**src/rtl/fifo_pkg.sv**
```systemverilog
// Shared constants and helpers for the parametrised synchronous FIFO.
// Width convention for users: ADDR_W = clog2(DEPTH), PTR_W = ADDR_W + 1.
package fifo_pkg;

    localparam int FIFO_DATA_W_DEF = 8;
    localparam int FIFO_DEPTH_DEF  = 8;

    function automatic int clog2(input int value);
        int r;
        int v;
        r = 0;
        v = value - 1;
        while (v > 0) begin
            r = r + 1;
            v = v >>> 1;
        end
        return r;
    endfunction

endpackage

```
**src/rtl/fifo_ram.sv**
```systemverilog
// DEPTH x DATA_W register array: one synchronous write port, one asynchronous read port.
module fifo_ram
    import fifo_pkg::*;
#(
    parameter int DATA_W = FIFO_DATA_W_DEF,
    parameter int DEPTH  = FIFO_DEPTH_DEF
) (
    input  logic                     clk,
    input  logic                     wr_en,
    input  logic [clog2(DEPTH)-1:0]  wr_addr,
    input  logic [DATA_W-1:0]        wr_data,
    input  logic [clog2(DEPTH)-1:0]  rd_addr,
    output logic [DATA_W-1:0]        rd_data
);

    logic [DATA_W-1:0] mem [DEPTH];

    // Storage is deliberately not reset.
    always_ff @(posedge clk) begin
        if (wr_en) begin
            mem[wr_addr] <= wr_data;
        end
    end

    assign rd_data = mem[rd_addr];

endmodule

```
**src/rtl/fifo_sync_param.sv**
```systemverilog
// Parametrised single-clock FWFT FIFO with occupancy, thresholds and sticky error flags.
// Define FIFO_SYNC_PARAM_STATS_EN to build the max_level high-water-mark register.
module fifo_sync_param
    import fifo_pkg::*;
#(
    parameter int DATA_W   = FIFO_DATA_W_DEF,
    parameter int DEPTH    = FIFO_DEPTH_DEF,
    parameter int AF_LEVEL = 6,
    parameter int AE_LEVEL = 2
) (
    input  logic                      clk,
    input  logic                      rst,
    input  logic                      wr_en,
    input  logic [DATA_W-1:0]         data_in,
    input  logic                      rd_en,
    output logic [DATA_W-1:0]         data_out,
    output logic                      ready,
    output logic                      full,
    output logic                      almost_full,
    output logic                      almost_empty,
    output logic [clog2(DEPTH):0]     count,
    output logic                      overflow,
    output logic                      underflow,
    input  logic                      clr_err,
    output logic [clog2(DEPTH):0]     max_level
);

    localparam int ADDR_W = clog2(DEPTH);
    localparam int PTR_W  = ADDR_W + 1;

    localparam logic [PTR_W-1:0] AF_CNT = PTR_W'(AF_LEVEL);
    localparam logic [PTR_W-1:0] AE_CNT = PTR_W'(AE_LEVEL);
    localparam logic [PTR_W-1:0] ONE    = PTR_W'(1);

    logic [PTR_W-1:0] wr_ptr, rd_ptr;
    logic [PTR_W-1:0] wr_ptr_nxt, rd_ptr_nxt;
    logic             rd_accept, wr_accept;
    logic             ovf_evt, udf_evt;

    // Wrap-bit pointers: MSB difference with equal low bits means every entry is occupied.
    assign count        = wr_ptr - rd_ptr;
    assign ready        = (wr_ptr != rd_ptr);
    assign full         = (wr_ptr[ADDR_W] != rd_ptr[ADDR_W]) &&
                          (wr_ptr[ADDR_W-1:0] == rd_ptr[ADDR_W-1:0]);
    assign almost_full  = (count >= AF_CNT);
    assign almost_empty = (count <= AE_CNT);

    assign rd_accept = rd_en && ready;
    assign wr_accept = wr_en && (!full || rd_accept);
    assign ovf_evt   = wr_en && !wr_accept;
    assign udf_evt   = rd_en && !ready;

    always_comb begin
        wr_ptr_nxt = wr_ptr;
        rd_ptr_nxt = rd_ptr;
        if (wr_accept) wr_ptr_nxt = wr_ptr + ONE;
        if (rd_accept) rd_ptr_nxt = rd_ptr + ONE;
    end

    always_ff @(posedge clk or negedge rst) begin
        if (!rst) begin
            wr_ptr    <= '0;
            rd_ptr    <= '0;
            overflow  <= 1'b0;
            underflow <= 1'b0;
        end else begin
            wr_ptr    <= wr_ptr_nxt;
            rd_ptr    <= rd_ptr_nxt;
            overflow  <= (overflow  && !clr_err) || ovf_evt;
            underflow <= (underflow && !clr_err) || udf_evt;
        end
    end

    fifo_ram #(
        .DATA_W (DATA_W),
        .DEPTH  (DEPTH)
    ) u_ram (
        .clk     (clk),
        .wr_en   (wr_accept),
        .wr_addr (wr_ptr[ADDR_W-1:0]),
        .wr_data (data_in),
        .rd_addr (rd_ptr[ADDR_W-1:0]),
        .rd_data (data_out)
    );

`ifdef FIFO_SYNC_PARAM_STATS_EN
    logic [PTR_W-1:0] count_nxt;
    assign count_nxt = wr_ptr_nxt - rd_ptr_nxt;

    // A clear restarts tracking from the post-edge occupancy.
    always_ff @(posedge clk or negedge rst) begin
        if (!rst) begin
            max_level <= '0;
        end else if (clr_err || (count_nxt > max_level)) begin
            max_level <= count_nxt;
        end
    end
`else
    assign max_level = '0;
`endif

endmodule

```
**config.mk**
```make
export PLATFORM = sky130hd
export DESIGN_NAME = fifo_sync_param
export DESIGN_NICKNAME = d
export VERILOG_FILES = /design/src/rtl/fifo_pkg.sv /design/src/rtl/fifo_ram.sv /design/src/rtl/fifo_sync_param.sv
export SDC_FILE = /design/constraint.sdc
export NUM_CORES = 1
export LEC_CHECK = 0
export CAP_MARGIN = 15
export CORE_ASPECT_RATIO = 0.9
export CORE_MARGIN = 2
export CORE_UTILIZATION = 62
export CTS_BUF_LIST = sky130_fd_sc_hd__clkbuf_16
export DETAILED_ROUTE_END_ITERATION = 8
export DONT_BUFFER_PORTS = 1
export GPL_TIMING_DRIVEN = 0
export PLACE_DENSITY = 0.82
export SLEW_MARGIN = 20
export SYNTH_ARGS = -nofsm -noshare
export SYNTH_HDL_FRONTEND = slang
export SYNTH_SLANG_ARGS = --single-unit
```
**constraint.sdc**
```tcl
create_clock -name clk -period 3.2 [get_ports clk]
set_input_delay 0 -clock clk [delete_from_list [all_inputs] [get_ports clk]]
set_output_delay 0 -clock clk [all_outputs]
set_load 0.02 [all_outputs]
```
==> summary.txt, run 1 <==
Logic synthesis
  – Yosys reg bits: 74
  – Top cell type's share of synthesized area: 0.6088
  – Largest area contributor in the netlist: edfxtp_1
  – Commonest register cell after synthesis: edfxtp_1
  – Async S/R FF share, synth: 0.1351
  – Area contributors post-synth: edfxtp_1 61%, mux4_2 11%, dfrtp_1 7.9%
  – Cells after Synth: ~190
  – Unique masters post-synth: 34
  – Synth warnings: 0
  – Number of enable flip-flop cells after synthesis: 64
  – Syn Area/Cell: 16.79 µm²
  – Mapped cell area: 3157 µm²
  – Seq/Total Area, Yosys: 0.6881

CTS
  – Worst skew pair latency: around 340 ps
  – Clock buffer depth: 2
  – Post-CTS setup repair buffer count: 0
  – Clock transition at the registers of the reported paths: about 60 ps
  – H-tree Lvls: 3
  – TritonCTS clock tree: yes
  – CTS sink cnt: 74
  – Num CTS Buffers: 9
  – Clk root buf: clkbuf_16

Power
  – Net Sw Power: approximately 1.6 mW
  – Worst vdd ir: 0.7105 mV
  – Sequential share of power: 0.343
  – Logic pwr share: 0.391
  – Sw Share: 0.3960
  – PwrDens: about 1100 nW/µm²
  – Clock power share: 0.266
  – Int Power: ~2.5 mW
  – Leakage: between 1 and 1.5 nW

GRT
  – Total grt overflow: 0
  – GR peak layer: met2
  – Met2 usage: 0.3889
  – M1 GR Usage: 0.3385
  – Met3 usage: 0.06549
  – Pin count of the biggest net entering global routing: 14
  – Initial antenna violation count: 0
  – First-pass GRT wire length: between 9000 and 10,000 µm
  – GRT Resource Usage Total: 0.2530
  – Vias in the first global route: between 1,500 and 2,000

Worst setup path
  – CP cell instances: clkinvlp_4 -> ha_1 -> nand3_2 -> o311ai_2 -> nor2_2
  – CP max stage delay: roughly 640 ps
  – Worst EP arrival: around 3000 ps
  – Worst setup SP type: flop
  – R2r setup slk: ~270 ps
  – Crit-path slowest cell: dfrtp_1
  – Crit path max fanout: 11
  – Type of destination of the critical path: flop
  – CP required: 3240 ps
  – Worst Setup Path Type: flop to flop
  – Crit path launch: rd_ptr[2]$_DFFE_PN0P_
  – R2r endpoint: u_ram.mem[2][0]$_DFFE_PP_
  – R2R Path Start: rd_ptr[2]$_DFFE_PN0P_
  – R2R depth: 5

Placement
  – Placed Instances: 256
  – DP Wirelength: between 3000 and 4000 µm
  – Placed cell area: between 3000 and 4000 µm²
  – Routability cong.: between 0.7 and 0.8
  – Port-buffer cells: 0

Timing
  – Final slew viol count: 0
  – Final Hold Viols: 0
  – # setup viols final: 0
  – Worst relative slew slack: 0.5532
  – RSZ-0062 raised after global routing: false
  – Final Cycle Share: 0.9149
  – Worst hold margin: between 20 and 30 ps
  – Fmax: 0.3416 GHz
  – Fin crit period: slightly below 3000 ps
  – Worst slew pin tran: between 600 and 700 ps
  – Clock skew: roughly 8 ps

Job
  – Number of max-cap violations: 0

Floorplan
  – # rows: 24
  – Chip height: about 70 µm
  – Std-Cell Core Area: between 4000 and 5000 µm²
  – I/O pin total: 35
  – DIE WIDTH: between 70 and 80 µm
  – Die area: between 5000 and 6000 µm²
  – Starting Density: 0.6489

Final layout
  – Nets@finish: ~230
  – Area of the multi-input gates: around 940 µm²
  – Diode count: 0
  – FF/Latch Area: 2172 µm²
  – Post-Layout Cell Count: approximately 280
  – Synth-to-layout area growth: 17.88%
  – Layout cells sized above 1: 0.2581
  – Fin area: approximately 3700 µm²
  – Fill count: between 200 and 300

Route
  – Overall via count from detail_route: 1,712
  – DRC: 0
  – Drt first pass iters: 4
  – Routed Antenna Nets: 0
  – Vias per cell: a little over 6
  – Final wirelength: approximately 6300 µm
  – Initial drt markers: roughly 220
  – Wire per inst: roughly 22 µm

Hold path
  – Min-delay src: wr_en
  – Hold-critical path depth: 3
  – WHS Endpoint: wr_ptr[3]$_DFFE_PN0P_
  – Hold WC Path Type: input pin to flop

Run status
  – Outcome: finished, final reports clean
-- layout by cell type, fill, tap and decap left out, drive strengths merged, types with 2 or more instances in the layout --
master / count
nand2: 29
clkinv: 3
nor2: 7
xnor2: 7
mux4: 16
o311ai: 3
o21ai: 2
clkinvlp: 3
nor3: 3
buf: 9
inv: 8
a21oi: 4
clkbuf: 10
dlygate4sd3: 11
dfrtp: 10
conb: 4
mux2: 2
and3: 2
o31ai: 2
xor2: 2
edfxtp: 64
ha: 5
bufinv: 2
-- synthesized netlist by cell type, types with 2 or more instances --
cell	count
xnor2_1	6
dfrtp_1	10
buf_4	6
inv_1	8
a21oi_1	4
nand2_1	29
edfxtp_1	64
nor3_1	3
ha_1	5
mux4_2	16
o21ai_0	2
o311ai_2	2
mux2_2	2
and3_1	2
xor2_1	2
clkbuf_1	2
buf_2	2
nor2_1	7
-- timing repair --
action,in CTS,in global routing
hold buffers,11,0
endpoints found under the setup margin,56,66
resized for setup,4,5
gates cloned,0,0
hold endpoints to repair,79,0
-- flip-flops by register name (all words and copies together), names as in the netlist --
register and count:
overflow 1, underflow 1, u_ram.mem 64, wr_ptr 4, rd_ptr 4
-- logic make-up after synthesis --
logic type | share of synthesized area
mux | 0.1213
xor+xnor | 0.02735
compound gates | 0.04241
flops | 0.6881
buf+inv | 0.03171
other cells | 0.001188
fa+ha+maj | 0.02616
simple gates | 0.06183
-- per-layer routing --
metal  wire length (µm)  part of all wire  vias up
li1                   -                 -      759
met1               2522              0.40      862
met2               3159              0.50       77
met3                416             0.066       14
met4                188             0.030        0
met5                  0                 0        -
-- critical path: cells and delay by family (launching register included) --
| kind | cells | cell delay (ps) |
|---|---|---|
| compound gates | 1 | 550 |
| fa+ha+maj | 1 | 500 |
| buf+inv | 1 | 410 |
| flops | 1 | 640 |
| simple gates | 2 | 520 |
-- through the flow --
stage               setup WS [ps]  total power [mW]  setup TNS (ps)    util
floorplan                   591.7             2.628               0       -
global placement           -359.1             2.839           -5049  0.6680
detailed placement         -207.7             2.942           -8061  0.6700
CTS                        -183.4             4.065           -4791  0.7621
global route                152.9             4.244               0  0.7649
finish                      272.5             4.075               0  0.7649
-- layout make-up --
type                            instances  area share
Clock buffer                            9     0.06052
Sequential cell                        74      0.5837
Multi-Input combinational cell         97      0.2522
Inverter                                9     0.01009
Buffer                                 10     0.01681
Timing Repair Buffer                   11     0.02959
Clock inverter                          7     0.02522
Tap cell                               65     0.02186
-- power by group through the flow --
stage | Clock, mW | Sequential (mW) | Combinational [mW]
finish | 1.08 | 1.40 | 1.59
global route | 1.12 | 1.41 | 1.71
CTS | 1.08 | 1.37 | 1.62
detailed placement | 0 | 1.38 | 1.56
global placement | 0 | 1.36 | 1.48
floorplan | 0 | 1.35 | 1.28
-- worst max-delay path by stage --
stage / slack, ps / end
2_1_floorplan: 590 / u_ram.mem[4][0]$_DFFE_PP_
3_3_place_gp: -360 / u_ram.mem[0][5]$_DFFE_PP_
3_5_place_dp: -210 / u_ram.mem[6][7]$_DFFE_PP_
4_1_cts: -180 / u_ram.mem[2][0]$_DFFE_PP_
5_1_grt: 150 / u_ram.mem[2][0]$_DFFE_PP_
6_report: 270 / u_ram.mem[2][0]$_DFFE_PP_
Note: power is estimated with default switching activity, not from simulation.
==> run 2, diff against run 1 <==
clock period = 3.35 ns   (was 3.2 ns; I/O delays follow)
==> summary.txt, run 2 (synthesized netlist as in run 1, its figures left out) <==
Run status
  – Outcome: finished, final reports clean

Floorplan
  – Starting Density: 0.6489 (unchanged)
  – DIE WIDTH: 79.22 µm (unchanged)
  – Chip height: 71.70 µm (unchanged)
  – I/O pin total: 35 (unchanged)
  – Die area: 5679 µm² (unchanged)
  – Std-Cell Core Area: 4865 µm² (unchanged)
  – # rows: 24 (unchanged)

Timing
  – Final Cycle Share: 0.9171 (+0.002213)
  – Fin crit period: 3072 ps (+144.6 ps)
  – Worst slew pin tran: 909.5 ps (+244.1 ps)
  – # setup viols final: 0 (unchanged)
  – Fmax: 0.3255 GHz (-4.7%)
  – Final Hold Viols: 0 (unchanged)
  – Final slew viol count: 0 (unchanged)
  – RSZ-0062 raised after global routing: false
  – Clock skew: 5.411 ps (-2.804 ps)
  – Worst relative slew slack: 0.3915 (-0.1618)
  – Worst hold margin: 37.49 ps (+8.046 ps)

GRT
  – Initial antenna violation count: 0 (unchanged)
  – Pin count of the biggest net entering global routing: 14 (unchanged)
  – Vias in the first global route: 1,831 (-0.055%)
  – GRT Resource Usage Total: 0.2520 (-0.0009785)
  – Total grt overflow: 0 (unchanged)
  – First-pass GRT wire length: 9784 µm (-0.35%)

Worst setup path
  – Worst Setup Path Type: flop to flop
  – R2r setup slk: 280 ps (about the same)
  – R2r endpoint: u_ram.mem[2][2]$_DFFE_PP_
  – CP required: 3310 ps (+70 ps)
  – R2R Path Start: rd_ptr[2]$_DFFE_PN0P_
  – R2R depth: 5 (unchanged)
  – Worst setup SP type: flop
  – Crit path max fanout: 11 (unchanged)
  – Worst EP arrival: 3030 ps (+60 ps)
  – Type of destination of the critical path: flop

Final layout
  – Diode count: 0 (unchanged)
  – Largest register by flop count: u_ram.mem
  – Regs by FF count: u_ram.mem: 64 flops, rd_ptr: 4 flops, wr_ptr: 4 flops
  – Fill count: 303 (+1.3%)
  – Commonest non-fill, non-tap cells in the layout: 64 x edfxtp_1, 29 x nand2_1, 16 x mux4_2
  – Fin area: 3694 µm² (-0.74%)
  – Layout cells sized above 1: 0.2396 (-0.01843)
  – Synth-to-layout area growth: 17.00%
  – Post-layout util: 0.7593 (-0.005659)
  – Max reg flops: 64 (unchanged)
  – Commonest non-fill, non-tap cell in the layout: edfxtp_1
  – Nets@finish: 231 (unchanged)

Route
  – Initial drt markers: 209 (-2.8%)
  – Overall via count from detail_route: 1,703 (-0.53%)
  – DRC: 0 (unchanged)
  – Drt first pass iters: 5 (+1)
  – Vias per cell: 6.039 (-0.53%)
  – Routed Antenna Nets: 0 (unchanged)
  – Final wirelength: 6191 µm (-1.5%)
  – Wire per inst: 21.95 µm (-1.5%)

CTS
  – Num CTS Buffers: 9 (unchanged)
  – Post-CTS setup repair buffer count: 0 (unchanged)
  – TritonCTS clock tree: yes
  – Clock buffer depth: 2 (unchanged)
  – H-tree Lvls: 3 (unchanged)
  – Worst skew pair latency: 340 ps (about the same)
  – CTS sink cnt: 74 (unchanged)
  – Clock transition at the registers of the reported paths: 60 ps (about the same)
  – Clk root buf: clkbuf_16

Power
  – Worst vdd ir: 0.7075 mV (-0.42%)
  – Leakage: 1.329 nW (-0.38%)
  – PwrDens: 1043 nW/µm² (-4.8%)

Hold path
  – Hold-critical path depth: 3 (unchanged)
  – Min-delay src: wr_en
  – WHS Endpoint: wr_ptr[3]$_DFFE_PN0P_
  – Hold WC Path Type: input pin to flop

Job
  – Number of max-cap violations: 0 (unchanged)

Placement
  – Routability cong.: 0.7593 (unchanged)
  – Placed cell area: 3259 µm² (unchanged)
  – Port-buffer cells: 0 (unchanged)
  – DP Wirelength: 3817 µm (unchanged)
-- run 2: layout make-up --
type / instances / area (µm²) / area share
inverter: 9 / 37.54 / 0.01016
clock buffer: 9 / 225.2 / 0.06098
tap: 65 / 81.33 / 0.02202
buffer: 10 / 62.56 / 0.01694
clock inverter: 7 / 93.84 / 0.02541
multi-input combinational: 97 / 910.9 / 0.2466
sequential: 74 / 2172 / 0.5881
timing repair buffer: 11 / 110.1 / 0.02981
-- run 2: where the power goes --
group	switching [mW]	internal [mW]
Clock	0.377	0.650
Combinational	0.989	0.506
Sequential	0.139	1.19
-- run 2: worst max path at each step --
stage,from,endpoint,slack (ps),cells after the start
after global placement,rd_ptr[2]$_DFFE_PN0P_,u_ram.mem[0][5]$_DFFE_PP_,-210,6
after global routing,rd_ptr[2]$_DFFE_PN0P_,u_ram.mem[5][6]$_DFFE_PP_,100,5
final,rd_ptr[2]$_DFFE_PN0P_,u_ram.mem[2][2]$_DFFE_PP_,280,5
after detailed placement,rd_ptr[2]$_DFFE_PN0P_,u_ram.mem[6][7]$_DFFE_PP_,-60,6
after CTS,rd_ptr[2]$_DFFE_PN0P_,u_ram.mem[6][5]$_DFFE_PP_,-90,6
after floorplan,rd_ptr[2]$_DFFE_PN0P_,u_ram.mem[4][0]$_DFFE_PP_,740,6
-- run 2: worst max-delay path, cell delays in order (launching register included) --
cell	delay [ps]
dfrtp_1	650
clkinvlp_4	410
ha_1	470
nand3_2	240
o311ai_2	170
nor2_1	750
-- run 2: repair_timing --
item,4_1_cts,5_1_grt
hold buffers,11,0
gates cloned,0,0
gates resized for setup,1,2
hold endpoints to repair,79,0
endpoints found under the setup margin,32,48
-- run 2: stage by stage --
| step | setup slack, ps | total power, mW | TNS, ps | cells |
|---|---|---|---|---|
| CTS | -87.95 | 3.869 | -1485 | 283 |
| global route | 100.3 | 4.024 | 0 | 282 |
| finish | 277.8 | 3.851 | 0 | 282 |
| floorplan | 741.7 | 2.510 | 0 | 191 |
| detailed placement | -57.74 | 2.810 | -857.4 | 256 |
| global placement | -209.1 | 2.712 | -2649 | 256 |
-- run 2: layer usage --
metal / global-route usage / routed length [µm]
met1: 0.3361 / 2389
met2: 0.3917 / 3242
met3: 0.06549 / 448
met4: 0.1284 / 110
met5: 0 / 0
==> run 3, diff against run 2 <==
ABC_AREA = 1   (was not set)
CORE_UTILIZATION = 63   (was 62)
PLACE_DENSITY = 0.83   (was 0.82)
==> summary.txt, run 3 <==
CTS
  – CTS sink cnt: 74 (unchanged)
  – Clock buffer depth: 2 (unchanged)
  – H-tree Lvls: 3 (unchanged)
  – Worst skew pair latency: 330 ps (about the same)
  – Num CTS Buffers: 9 (unchanged)
  – TritonCTS clock tree: yes
  – Clk root buf: clkbuf_16
  – Clock transition at the registers of the reported paths: 60 ps (about the same)
  – Resized Gates After CTS: 0 (-1)

Placement
  – DP Wirelength: 4900 µm (+28%)
  – Port-buffer cells: 0 (unchanged)
  – Routability cong.: 0.7947 (+4.7%)

Worst setup path
  – Worst Path Buf+Inv: 2 (+1)
  – Crit path max fanout: 10 (-1)
  – CP cell instances: buf_4 -> clkinv_1 -> ha_1 -> nand2_2 -> nor2_4 -> nand3_4 -> nand3_2 -> nor2_1
  – Worst EP arrival: 2780 ps (-250 ps)
  – CP required: 3310 ps (about the same)
  – Top cell family by delay on the critical path: simple AND/OR/NAND/NOR gates
  – Type of destination of the critical path: flop
  – CP max stage delay: 610 ps (-140 ps)
  – R2r setup slk: 530 ps (+250 ps)
  – R2R depth: 8 (+3)
  – R2R Path Start: rd_ptr[2]$_DFFE_PN0P_
  – Crit-path slowest cell: nor2_1
  – Worst Setup Path Type: flop to flop
  – Worst setup SP type: flop
  – R2r endpoint: u_ram.mem[2][0]$_DFFE_PP_

Floorplan
  – DIE WIDTH: 81.25 µm (+2.6%)
  – Die area: 5973 µm² (+5.2%)
  – I/O pin total: 35 (unchanged)
  – # rows: 25 (+4.2%)
  – Chip height: 73.52 µm (+2.5%)
  – Starting Density: 0.6477 (-0.001255)
  – Std-Cell Core Area: 5224 µm² (+7.4%)

Route
  – Final wirelength: 7685 µm (+24%)
  – Initial drt markers: 343 (+64%)
  – DRC: 0 (unchanged)
  – Overall via count from detail_route: 2,483 (+46%)
  – Vias per cell: 5.856 (-3.0%)
  – Routed Antenna Nets: 0 (unchanged)
  – Drt first pass iters: 5 (unchanged)
  – Wire per inst: 18.13 µm (-17%)

Timing
  – Worst hold margin: 19.68 ps (-17.81 ps)
  – # setup viols final: 0 (unchanged)
  – Final Cycle Share: 0.8426 (-0.07446)
  – Fin crit period: 2823 ps (-249.5 ps)
  – Setup TNS: 0 ps (unchanged)
  – Worst relative slew slack: 0.4777 (+0.08624)
  – Fmax: 0.3543 GHz (+8.8%)
  – Clock skew: 4.992 ps (-0.4189 ps)
  – Worst slew pin tran: 780.6 ps (-128.9 ps)
  – Final Hold Viols: 0 (unchanged)
  – Final slew viol count: 0 (unchanged)
  – RSZ-0062 raised after global routing: false

Logic synthesis
  – Seq/Total Area, Yosys: 0.6420 (-0.04606)
  – Most frequent cell after synthesis: nand2_1
  – Cells after Synth: 324 (+72%)
  – Async S/R FF share, synth: 0.1351 (unchanged)
  – Mapped cell area: 3383 µm² (+7.2%)
  – Top cell type's share of synthesized area: 0.5680 (-0.04075)
  – Largest area contributor in the netlist: edfxtp_1
  – Commonest register cell after synthesis: edfxtp_1
  – Unique masters post-synth: 28 (-18%)
  – Synth warnings: 0 (unchanged)
  – Commonest cells post-synth: 122 x nand2_1, 64 x edfxtp_1, 27 x nor2_1
  – Number of enable flip-flop cells after synthesis: 64 (unchanged)
  – Yosys reg bits: 74 (unchanged)
  – Area contributors post-synth: edfxtp_1 57%, nand2_1 14%, dfrtp_1 7.4%
  – Syn Area/Cell: 10.44 µm² (-38%)

Hold path
  – WHS Endpoint: wr_ptr[3]$_DFFE_PN0P_
  – Hold-critical path depth: 4 (+1)
  – Hold WC Path Type: input pin to flop
  – Min-delay src: rd_en

Final layout
  – Nets@finish: 371 (+61%)
  – Regs by FF count: u_ram.mem: 64 flops, rd_ptr: 4 flops, wr_ptr: 4 flops
  – Post-layout util: 0.7538 (-0.005487)
  – Commonest non-fill, non-tap cells in the layout: 122 x nand2_1, 64 x edfxtp_1, 27 x nor2_1
  – Largest register by flop count: u_ram.mem
  – Max reg flops: 64 (unchanged)
  – Layout cells sized above 1: 0.1208 (-0.1188)
  – Synth-to-layout area growth: 16.38%
  – Commonest non-fill, non-tap cell in the layout: nand2_1

GRT
  – First-pass GRT wire length: 11,800 µm (+21%)
  – Total grt overflow: 0 (unchanged)
  – Vias in the first global route: 2,343 (+28%)
  – GRT Resource Usage Total: 0.2830 (+0.03096)
  – Initial antenna violation count: 1 (+1)
  – Pin count of the biggest net entering global routing: 14 (unchanged)

Power
  – Worst vdd ir: 0.6234 mV (-12%)
  – PwrDens: 1009 nW/µm² (-3.2%)
  – Leakage: 1.612 nW (+21%)

Job
  – Number of max-cap violations: 0 (unchanged)

Run status
  – Outcome: finished, final reports clean
[run 3: kinds of logic (layout without fill, tap and decap cells)]
group / count (synthesis) / in the layout / share of synthesized area
xor gates and xnor gates: 4 / 4 / 0.01036
DFF: 74 / 74 / 0.6420
adders and majority gates: 6 / 6 / 0.02441
and+or+nand+nor: 170 / 170 / 0.2093
AOI/OAI and AO/OA: 37 / 37 / 0.05510
other: 1 / 5 / 0.001108
buffers and inverters: 32 / 61 / 0.05769
[run 3: area by class of cell]
class	instances	area, µm²
Sequential cell	74	2172
Clock buffer	9	225.2
Antenna cell	1	2.502
Tap cell	67	83.83
Buffer	17	136.4
Inverter	15	58.81
Multi-Input combinational cell	221	1027
Timing Repair Buffer	14	140.1
Clock inverter	6	91.34
Fill cell	329	1286
[run 3: how the worst max path moves through the flow]
stage | from | end | slack (ps) | cells past startpoint
finish | rd_ptr[2]$_DFFE_PN0P_ | u_ram.mem[2][0]$_DFFE_PP_ | 530 | 8
global placement | rd_ptr[2]$_DFFE_PN0P_ | u_ram.mem[2][6]$_DFFE_PP_ | 670 | 8
floorplan | rd_ptr[2]$_DFFE_PN0P_ | u_ram.mem[2][0]$_DFFE_PP_ | 1160 | 8
detailed placement | rd_ptr[2]$_DFFE_PN0P_ | u_ram.mem[1][6]$_DFFE_PP_ | 550 | 8
global route | rd_ptr[2]$_DFFE_PN0P_ | overflow$_DFF_PN0_ | 390 | 8
CTS | rd_ptr[2]$_DFFE_PN0P_ | u_ram.mem[1][3]$_DFFE_PP_ | 520 | 8
[run 3: timing repair]
action | in CTS | in global routing
hold endpoints to repair | 84 | 0
hold buffers | 14 | 0
buffers inserted | 0 | 0
setup endpoints to repair | 0 | 0
[run 3: worst min-delay path: cells and delay by family]
family / cells / cell delay [ps]
and+or+nand+nor: 3 / 260
buffers and inverters: 1 / 60
[run 3: metal layers]
metal  GRT usage  wire length, µm  up-vias
li1            -                -     1128
met1      0.3415             3056     1185
met2      0.4628             3654      148
met3      0.1229              826       22
met4     0.08851              148        0
met5           0                0        -
[run 3: power by group]
part	total, mW	internal [mW]	switching (mW)
combinational	1.71	0.479	1.23
clock	1.02	0.651	0.366
sequential	1.25	1.16	0.0902
total	3.97	2.29	1.68
[run 3: metrics by stage]
step | area (µm²) | setup WS, ps | std cells | power (mW)
6_report | 3938 | 527.3 | 424 | 3.974
5_1_grt | 3938 | 392.1 | 424 | 4.195
4_1_cts | 3935 | 524.7 | 423 | 3.945
3_5_place_dp | 3478 | 551.7 | 394 | 2.886
3_3_place_gp | 3478 | 669.0 | 394 | 2.812
2_1_floorplan | 3395 | 1160 | 327 | 2.552
